$ cat config.mk
export PLATFORM = sky130hd
export DESIGN_NAME = hilo_muldiv_sequencer
export DESIGN_NICKNAME = d
export VERILOG_FILES = /design/src/rtl/hilo_muldiv_sequencer.sv
export SDC_FILE = /design/constraint.sdc
export NUM_CORES = 1
export LEC_CHECK = 0
export CELL_PAD_IN_SITES_DETAIL_PLACEMENT = 1
export CELL_PAD_IN_SITES_GLOBAL_PLACEMENT = 2
export CORE_UTILIZATION = 35
export CTS_BUF_LIST = sky130_fd_sc_hd__clkbuf_8
export DETAILED_ROUTE_END_ITERATION = 8
export HOLD_SLACK_MARGIN = 0.08
export PLACE_DENSITY_LB_ADDON = 0.1
export SLEW_MARGIN = 20
export SYNTH_ARGS = -nofsm -noshare
export SYNTH_HDL_FRONTEND = slang
export SYNTH_SLANG_ARGS = --single-unit
$ cat constraint.sdc
create_clock -name Clk -period 4.3 [get_ports Clk]
set_input_delay 1.075 -clock Clk [delete_from_list [all_inputs] [get_ports Clk]]
set_output_delay 1.075 -clock Clk [all_outputs]
set_load 0.05 [all_outputs]
$ cat src/rtl/hilo_muldiv_sequencer.sv
// HI/LO register pair with a multi-cycle radix-2 multiply / restoring divide sequencer.
// MTHI/MTLO write in one cycle; mult/div run DATA_W iterations plus a sign-fix cycle.
module hilo_muldiv_sequencer #(
    parameter int DATA_W = 32
) (
    input  logic              Clk,
    input  logic              Reset,
    input  logic              Start,
    input  logic [2:0]        Op,
    input  logic [DATA_W-1:0] RsData,
    input  logic [DATA_W-1:0] RtData,
    input  logic              ReadHiLo,
    output logic              Busy,
    output logic              Stall,
    output logic [DATA_W-1:0] HI,
    output logic [DATA_W-1:0] LO,
    output logic              Done,
    output logic              DivByZero
);
    localparam int CW = $clog2(DATA_W);
    localparam logic [CW-1:0] LAST = CW'(DATA_W - 1);

    typedef enum logic [1:0] {IDLE, ITER, FIX} state_t;

    state_t                state, state_nxt;
    logic [CW-1:0]         cnt;
    logic [2*DATA_W-1:0]   acc;      // mult: {partial, multiplier}; div: {remainder, quotient}
    logic [DATA_W-1:0]     opb;      // multiplicand or divisor magnitude
    logic                  is_div, neg_q, neg_r, dz;

    logic                  idle_start, accept_md, wr_hi, wr_lo;
    logic                  signed_op, rs_neg, rt_neg, dz_in;
    logic [DATA_W-1:0]     rs_mag, rt_mag;
    logic [DATA_W:0]       mul_sum, div_sh;
    logic [DATA_W-1:0]     r_sub, r_new;
    logic                  div_ge;
    logic [2*DATA_W-1:0]   acc_step, prod_fix;
    logic [DATA_W-1:0]     q_fix, r_fix;

    assign idle_start = (state == IDLE) && Start;
    assign accept_md  = idle_start && !Op[2];
    assign wr_hi      = idle_start && (Op == 3'b100);
    assign wr_lo      = idle_start && (Op == 3'b101);

    // Even op codes are the signed variants
    assign signed_op  = !Op[0];
    assign rs_neg     = signed_op && RsData[DATA_W-1];
    assign rt_neg     = signed_op && RtData[DATA_W-1];
    assign rs_mag     = rs_neg ? -RsData : RsData;
    assign rt_mag     = rt_neg ? -RtData : RtData;
    assign dz_in      = Op[1] && (RtData == '0);

    assign Busy  = (state != IDLE);
    assign Stall = Busy && (Start || ReadHiLo);

    // One iteration of either algorithm
    always_comb begin
        mul_sum  = {1'b0, acc[2*DATA_W-1:DATA_W]} + {1'b0, (acc[0] ? opb : {DATA_W{1'b0}})};
        div_sh   = {acc[2*DATA_W-1:DATA_W], acc[DATA_W-1]};
        div_ge   = (div_sh >= {1'b0, opb});
        r_sub    = div_sh[DATA_W-1:0] - opb;
        r_new    = div_ge ? r_sub : div_sh[DATA_W-1:0];
        acc_step = is_div ? {r_new, acc[DATA_W-2:0], div_ge}
                          : {mul_sum, acc[DATA_W-1:1]};
        prod_fix = neg_q ? -acc : acc;
        q_fix    = neg_q ? -acc[DATA_W-1:0] : acc[DATA_W-1:0];
        r_fix    = neg_r ? -acc[2*DATA_W-1:DATA_W] : acc[2*DATA_W-1:DATA_W];
    end

    always_comb begin
        state_nxt = state;
        case (state)
            IDLE: if (accept_md) state_nxt = dz_in ? FIX : ITER;
            ITER: if (cnt == LAST) state_nxt = FIX;
            FIX:  state_nxt = IDLE;
            default: state_nxt = IDLE;
        endcase
    end

    always_ff @(posedge Clk) begin
        if (!Reset) state <= IDLE;
        else        state <= state_nxt;
    end

    always_ff @(posedge Clk) begin
        if (!Reset) begin
            HI        <= '0;
            LO        <= '0;
            cnt       <= '0;
            acc       <= '0;
            opb       <= '0;
            is_div    <= 1'b0;
            neg_q     <= 1'b0;
            neg_r     <= 1'b0;
            dz        <= 1'b0;
            Done      <= 1'b0;
            DivByZero <= 1'b0;
        end else begin
            Done      <= 1'b0;
            DivByZero <= 1'b0;
            if (wr_hi) HI <= RsData;
            if (wr_lo) LO <= RsData;
            case (state)
                IDLE: if (accept_md) begin
                    acc    <= {{DATA_W{1'b0}}, rs_mag};
                    opb    <= rt_mag;
                    is_div <= Op[1];
                    neg_q  <= rs_neg ^ rt_neg;
                    neg_r  <= rs_neg;
                    dz     <= dz_in;
                    cnt    <= '0;
                end
                ITER: begin
                    acc <= acc_step;
                    cnt <= cnt + 1'b1;
                end
                FIX: begin
                    Done      <= 1'b1;
                    DivByZero <= dz;
                    if (!dz) begin
                        if (is_div) begin
                            HI <= r_fix;
                            LO <= q_fix;
                        end else begin
                            HI <= prod_fix[2*DATA_W-1:DATA_W];
                            LO <= prod_fix[DATA_W-1:0];
                        end
                    end
                end
                default: ;
            endcase
        end
    end
endmodule

## After elaboration in Yosys (flattened, before gate mapping)

Index checks and enable logic that the tools add are counted.
Widths: inputs -> output; s select.

| cells by class | value |
|---|---|
| muxes and demuxes | 25 |
| eq/ne operators | 7 |
| order comparisons | 1 |
| add/sub/neg operators | 8 |
| reduce and logical (&&, ||, !) cells | 19 |
| bitwise operators | 1 |

Operators by type and width:

| kind | number |
|---|---|
| $mux 32 | 14 |
| $mux 64 | 3 |
| $neg 32->32 | 4 |
| $pmux 64 s2 | 1 |
| $neg 64->64 | 1 |
| $add 32x32->33 | 1 |
| $ge 33x32->1 | 1 |
| $logic_not 32->1 | 1 |
| $sub 32x32->32 | 1 |
| $pmux 5 s2 | 1 |
| $logic_and 1x1->1 | 8 |
| $reduce_and 2->1 | 4 |
| $eq 3x3->1 const B | 2 |
| $mux 2 | 3 |
| $add 5x1->5 const B | 1 |
| $eq 5x5->1 const B | 1 |
| $mux 5 | 1 |
| $ne 2x2->1 const B | 2 |
| $pmux 2 s2 | 1 |
| $reduce_bool 2->1 | 2 |
| $eq 2x1->1 const B | 1 |
| $eq 2x2->1 const B | 1 |
| $logic_not 1->1 | 2 |
| $logic_not 2->1 | 1 |
| 3 further kinds | 3 |

| storage, ports and cells | value |
|---|---|
| bits of input ports | 71 |
| output and inout bits | 68 |
| register bits after elaboration | 173 |
| word-level logic and storage cells | 73 |

## Depth between registers and ports, before layout

Gate-level depths: netlist (run 1).

| logic depth | value |
|---|---|
| depth after elaboration | 6 |
| depth in mapped cells | 14 |
| depth with buffers taken out | 13 |

## Worst setup path after synthesis (run 1)

Ideal clock, no wire load.

| timing | value |
|---|---|
| path kind | in2reg |
| start | input port RsData[0] |
| end | register acc[27] |
| required time | 4.214 ns |
| arrival time | 3.326 ns |
| stages on the path | 8 |
| path buffers | 0 |
| slack | 0.888 ns |
| library setup time | 0.086 ns |
| cells stage by stage | or4_1 nor4_1 and3_1 nand2_1 or4_1 o31ai_1 xor2_1 a211oi_1 |

| between the ends | value |
|---|---|
| longest elaborated chain between the ends | 4 |

Ends and longest elaborated chain:

| item | line | text |
|---|---|---|
| from (decl) | 10 | `input logic [DATA_W-1:0] RsData,` |
| $neg 32->32 | 49 | `assign rs_mag = rs_neg ? -RsData : RsData;` |
| $mux 32 | 49 |  |
| $mux 64 | 104 | `IDLE: if (accept_md) begin` |
| $pmux 64 s2 | 103 | `case (state)` |
| to (signal assigned) | 105 | `acc <= {{DATA_W{1'b0}}, rs_mag};` |
| to (signal assigned) | 114 | `acc <= acc_step;` |
| to (decl) | 27 | `logic [2*DATA_W-1:0] acc;` |

No other way between the ends. The select of a mux whose other input is x is not followed.
A chain may end at the register's enable or synchronous reset.

## Worst setup path after layout (run 1)

| timing | value |
|---|---|
| start | register acc[0] |
| end | register acc[62] |

| between the ends | value |
|---|---|
| longest elaborated chain between the ends | 4 |

Ends and longest elaborated chain:

| item | line | text |
|---|---|---|
| $mux 32 | 58 | `mul_sum = {1'b0, acc[2*DATA_W-1:DATA_W]} + {1'b0, (acc[0] ? opb : {DATA_W{1'b0}})};` |
| $add 32x32->33 | 58 |  |
| $mux 64 | 63 | `acc_step = is_div ? {r_new, acc[DATA_W-2:0], div_ge}` |
| $pmux 64 s2 | 103 |  |

No other way between the ends.

==> flow_summary.yaml, run 1 <==
floorplanning:
  core_sq_um: 40920
  ios: 139
  dieArea_sq_um: 42400
  num_rows: 74
  initial_utilization: 0.3556
  die_w_um: 205.9
  die_h_um: 205.9
worst_setup_path:
  max_stage_delay_ps: 460
  critPathTopFamily: "compound AO/OA/AOI/OAI gates"
  cp_max_fo: 21
  cp.required_ps: 4720
  arrival_ps: 4190
  path_buf_inv: 3
  critPathCaptureType: "flip-flop"
  cp_cell_sequence: "inv_1, buf_4, nor2_1, ha_1, nand4_1, nor2_1, a211oi_1, a21oi_1, o21ai_0, a2111oi_0, buf_4, o41ai_1, mux2i_1, o211ai_1"
  critPathLaunchType: "flip-flop"
  crit_type: "reg2reg"
  slowest_stage: "a211oi_1"
cts:
  cts_tree: "done"
  insertion_delay_ps: 560
  cts-resized-gates: 0
  clockBufferDepth: 2
  h-tree-depth: 4
  clk_pin_slew_ps: 110
  hold_buffers: 0
  cts_setup_buffers: 0
  cts-root-buf: "clkbuf_8"
  cts_buffers: 17
  clkSinkCount: 173
outcome:
  status: "complete, no violations"
timing:
  finalCritPeriodShare: 0.8756
  grt_setup_unrepaired: "no"
  slew_viol_final: 0
  finalHoldViolCount: 0
  setup_violations: 0
  max_slew.worst_pin.slew_ps: 909.4
  fin_crit_ps: 3765
  fin_skew_ps: 14.84
  slew_headroom: 0.3937
  clock.fmax_mhz: 265.6
  timing.final.ws_setup_ps: 535.0
  fin_tns_setup_ps: 0
global_route:
  antenna_found_initial: 0
  grt_pass1_vias: 14580
  grt_usage: 0.2717
  grt_start_max_net_pins: 120
  grt_pass1_wl_um: 87130
  gr-total-overflow: 0
flow_run:
  maxCapViolCount: 0
yosys:
  yosysMostFrequentCell: "nand2_1"
  seq_area_frac_synth: 0.2380
  synthesis.nets: 2072
  yosys_register_bits: 173
  yosys-top-cells-count: "nand2_1, dfxtp_1, nor2_1, a21oi_1, o21ai_0"
  synth_top_area_cell: "dfxtp_1"
  netlist_area_sq_um: 14550
  ys_top_cells_by_area: "dfxtp_1, nand2_1, mux2i_1, ha_1, xnor2_1"
  ys_warn_count: 0
  ys.flop_type: "dfxtp_1"
  synth-edff-count: 0
  syn_area_per_cell_sq_um: 7.545
  synth_top_area_frac: 0.2380
  yosys.cell_types.count: 78
  synth_cells: 1929
  synth-async-reset-ratio: 0
drt:
  detail-route-antenna-nets: 0
  met1_length_um: 26430
  drt-total-wl_um: 57180
  vias: 14640
  dr_wl_met3_um: 1462
  dr.max_layer_used: "met4"
  wl_met2_um: 27840
  drt-initial-drc-count: 698
  drt_first_pass_iters: 8
  drc: 0
  via_per_inst: 5.691
  post_drt_wl_per_cell_um: 22.22
place:
  io_buffer_count: 138
  gp_congestion: 0.9044
  dp_hpwl_um: 43930
  pre_cts_ws_ps: 231.3
finish:
  antenna-diode-count: 0
  fillers: 5058
  final_nets: 2171
  area_delta_synth_final_pct: 17.39
  drive_gt1_frac: 0.07692
power_and_ir_drop:
  worst_ir_drop_vdd_uv: 211.9
  p_per_area_nw_per_um2: 256.3
  leakagePower_uw: 0.007499
hold_path:
  hp-class: "reg2reg"
-- power by group --
group / total (uW) / switching (uW) / internal, uW
Combinational: 1330 / 810 / 521
Clock: 1290 / 722 / 566
Sequential: 1760 / 89.4 / 1670
Total: 4380 / 1620 / 2760
-- final cells by class --
class / count / area, sq um / share of cell area
clock inverters: 12 / 136.4 / 0.007982
clock buffers: 20 / 275.3 / 0.01611
repair buffers: 205 / 1919 / 0.1123
inverters: 66 / 247.7 / 0.01450
well taps: 532 / 665.6 / 0.03896
flip-flops and latches: 173 / 3467 / 0.2029
multi-input cells: 1565 / 10370 / 0.6072
-- state kept, by name, summed over array words and instances (netlist names) --
name / cells
neg_q: 1
cnt: 5
acc: 64
HI: 32
Done: 1
is_div: 1
neg_r: 1
DivByZero: 1
opb: 32
state: 2
LO: 32
dz: 1
-- logic make-up after synthesis --
kind of cell / synth area share
multiplexers: 0.08365
AO/OA/AOI/OAI: 0.2306
XOR/XNOR: 0.09809
flip-flops: 0.2380
AND/OR/NAND/NOR: 0.2357
adder cells (fa/ha/maj): 0.06293
buffers and inverters: 0.05107
-- final timing paths --
| check | from | to | slack (ps) | cells after the start |
|---|---|---|---|---|
| max reg2reg | acc[0] | acc[62] | 530 | 14 |
| min | opb[31] | opb[31] | 470 | 2 |
| max | acc[0] | acc[62] | 530 | 14 |
| min reg2reg | opb[31] | opb[31] | 470 | 2 |
-- metal layers --
| layer | vias to the layer above | GRT usage |
|---|---|---|
| met5 | - | 0 |
| met3 | 62 | 0.03374 |
| li1 | 7092 | - |
| met4 | 0 | 0.08876 |
| met1 | 7278 | 0.3515 |
| met2 | 211 | 0.4649 |
-- layout by cell type (no fill, tap or decap), types with 38 or more instances in the layout --
cell             netlist  layout
nor2_1               134     133
mux2i_1               98      98
xnor2_1               89      89
xor2_1                74      74
buf_4                  2      65
nand3_1               38      38
and3_1                69      69
o211ai_1              44      44
clkdlybuf4s50_1        0     137
nand2_1              275     274
dfxtp_1              173     172
o21ai_0              114     114
a21oi_1              121     121
ha_1                  70      70
inv_1                 66      68
-- tightest hold or removal path, stage by stage, from the launching register on --
cell      delay (ps)
dfxtp_1          320
nand2_1           50
a21boi_0          60
-- metrics by stage --
| stage | cells | hold slack [ps] | area [sq um] | utilization | total power [uW] |
|---|---|---|---|---|---|
| after global routing | 2573 | 510.5 | 17090 | 0.4175 | 4603 |
| after detailed placement | 2541 | 461.0 | 16670 | 0.4074 | 3129 |
| after global placement | 2541 | 454.4 | 16670 | 0.4074 | 3111 |
| after floorplan | 1929 | 423.7 | 14550 | - | 2634 |
| after CTS | 2573 | 475.0 | 17090 | 0.4175 | 4430 |
| final | 2573 | 472.3 | 17090 | 0.4175 | 4380 |
(Power assumes the default switching activity.)
==> inputs of run 2 (changes only) <==
--- a/config.mk
+++ b/config.mk
@@ -9,6 +9,7 @@
 export CELL_PAD_IN_SITES_GLOBAL_PLACEMENT = 2
 export CORE_UTILIZATION = 35
 export CTS_BUF_LIST = sky130_fd_sc_hd__clkbuf_8
+export CTS_CLUSTER_SIZE = 14
 export DETAILED_ROUTE_END_ITERATION = 8
 export HOLD_SLACK_MARGIN = 0.08
 export PLACE_DENSITY_LB_ADDON = 0.1
==> results of run 2 <==
Same layout as run 1: the final DEF is identical, and so are final timing and power.
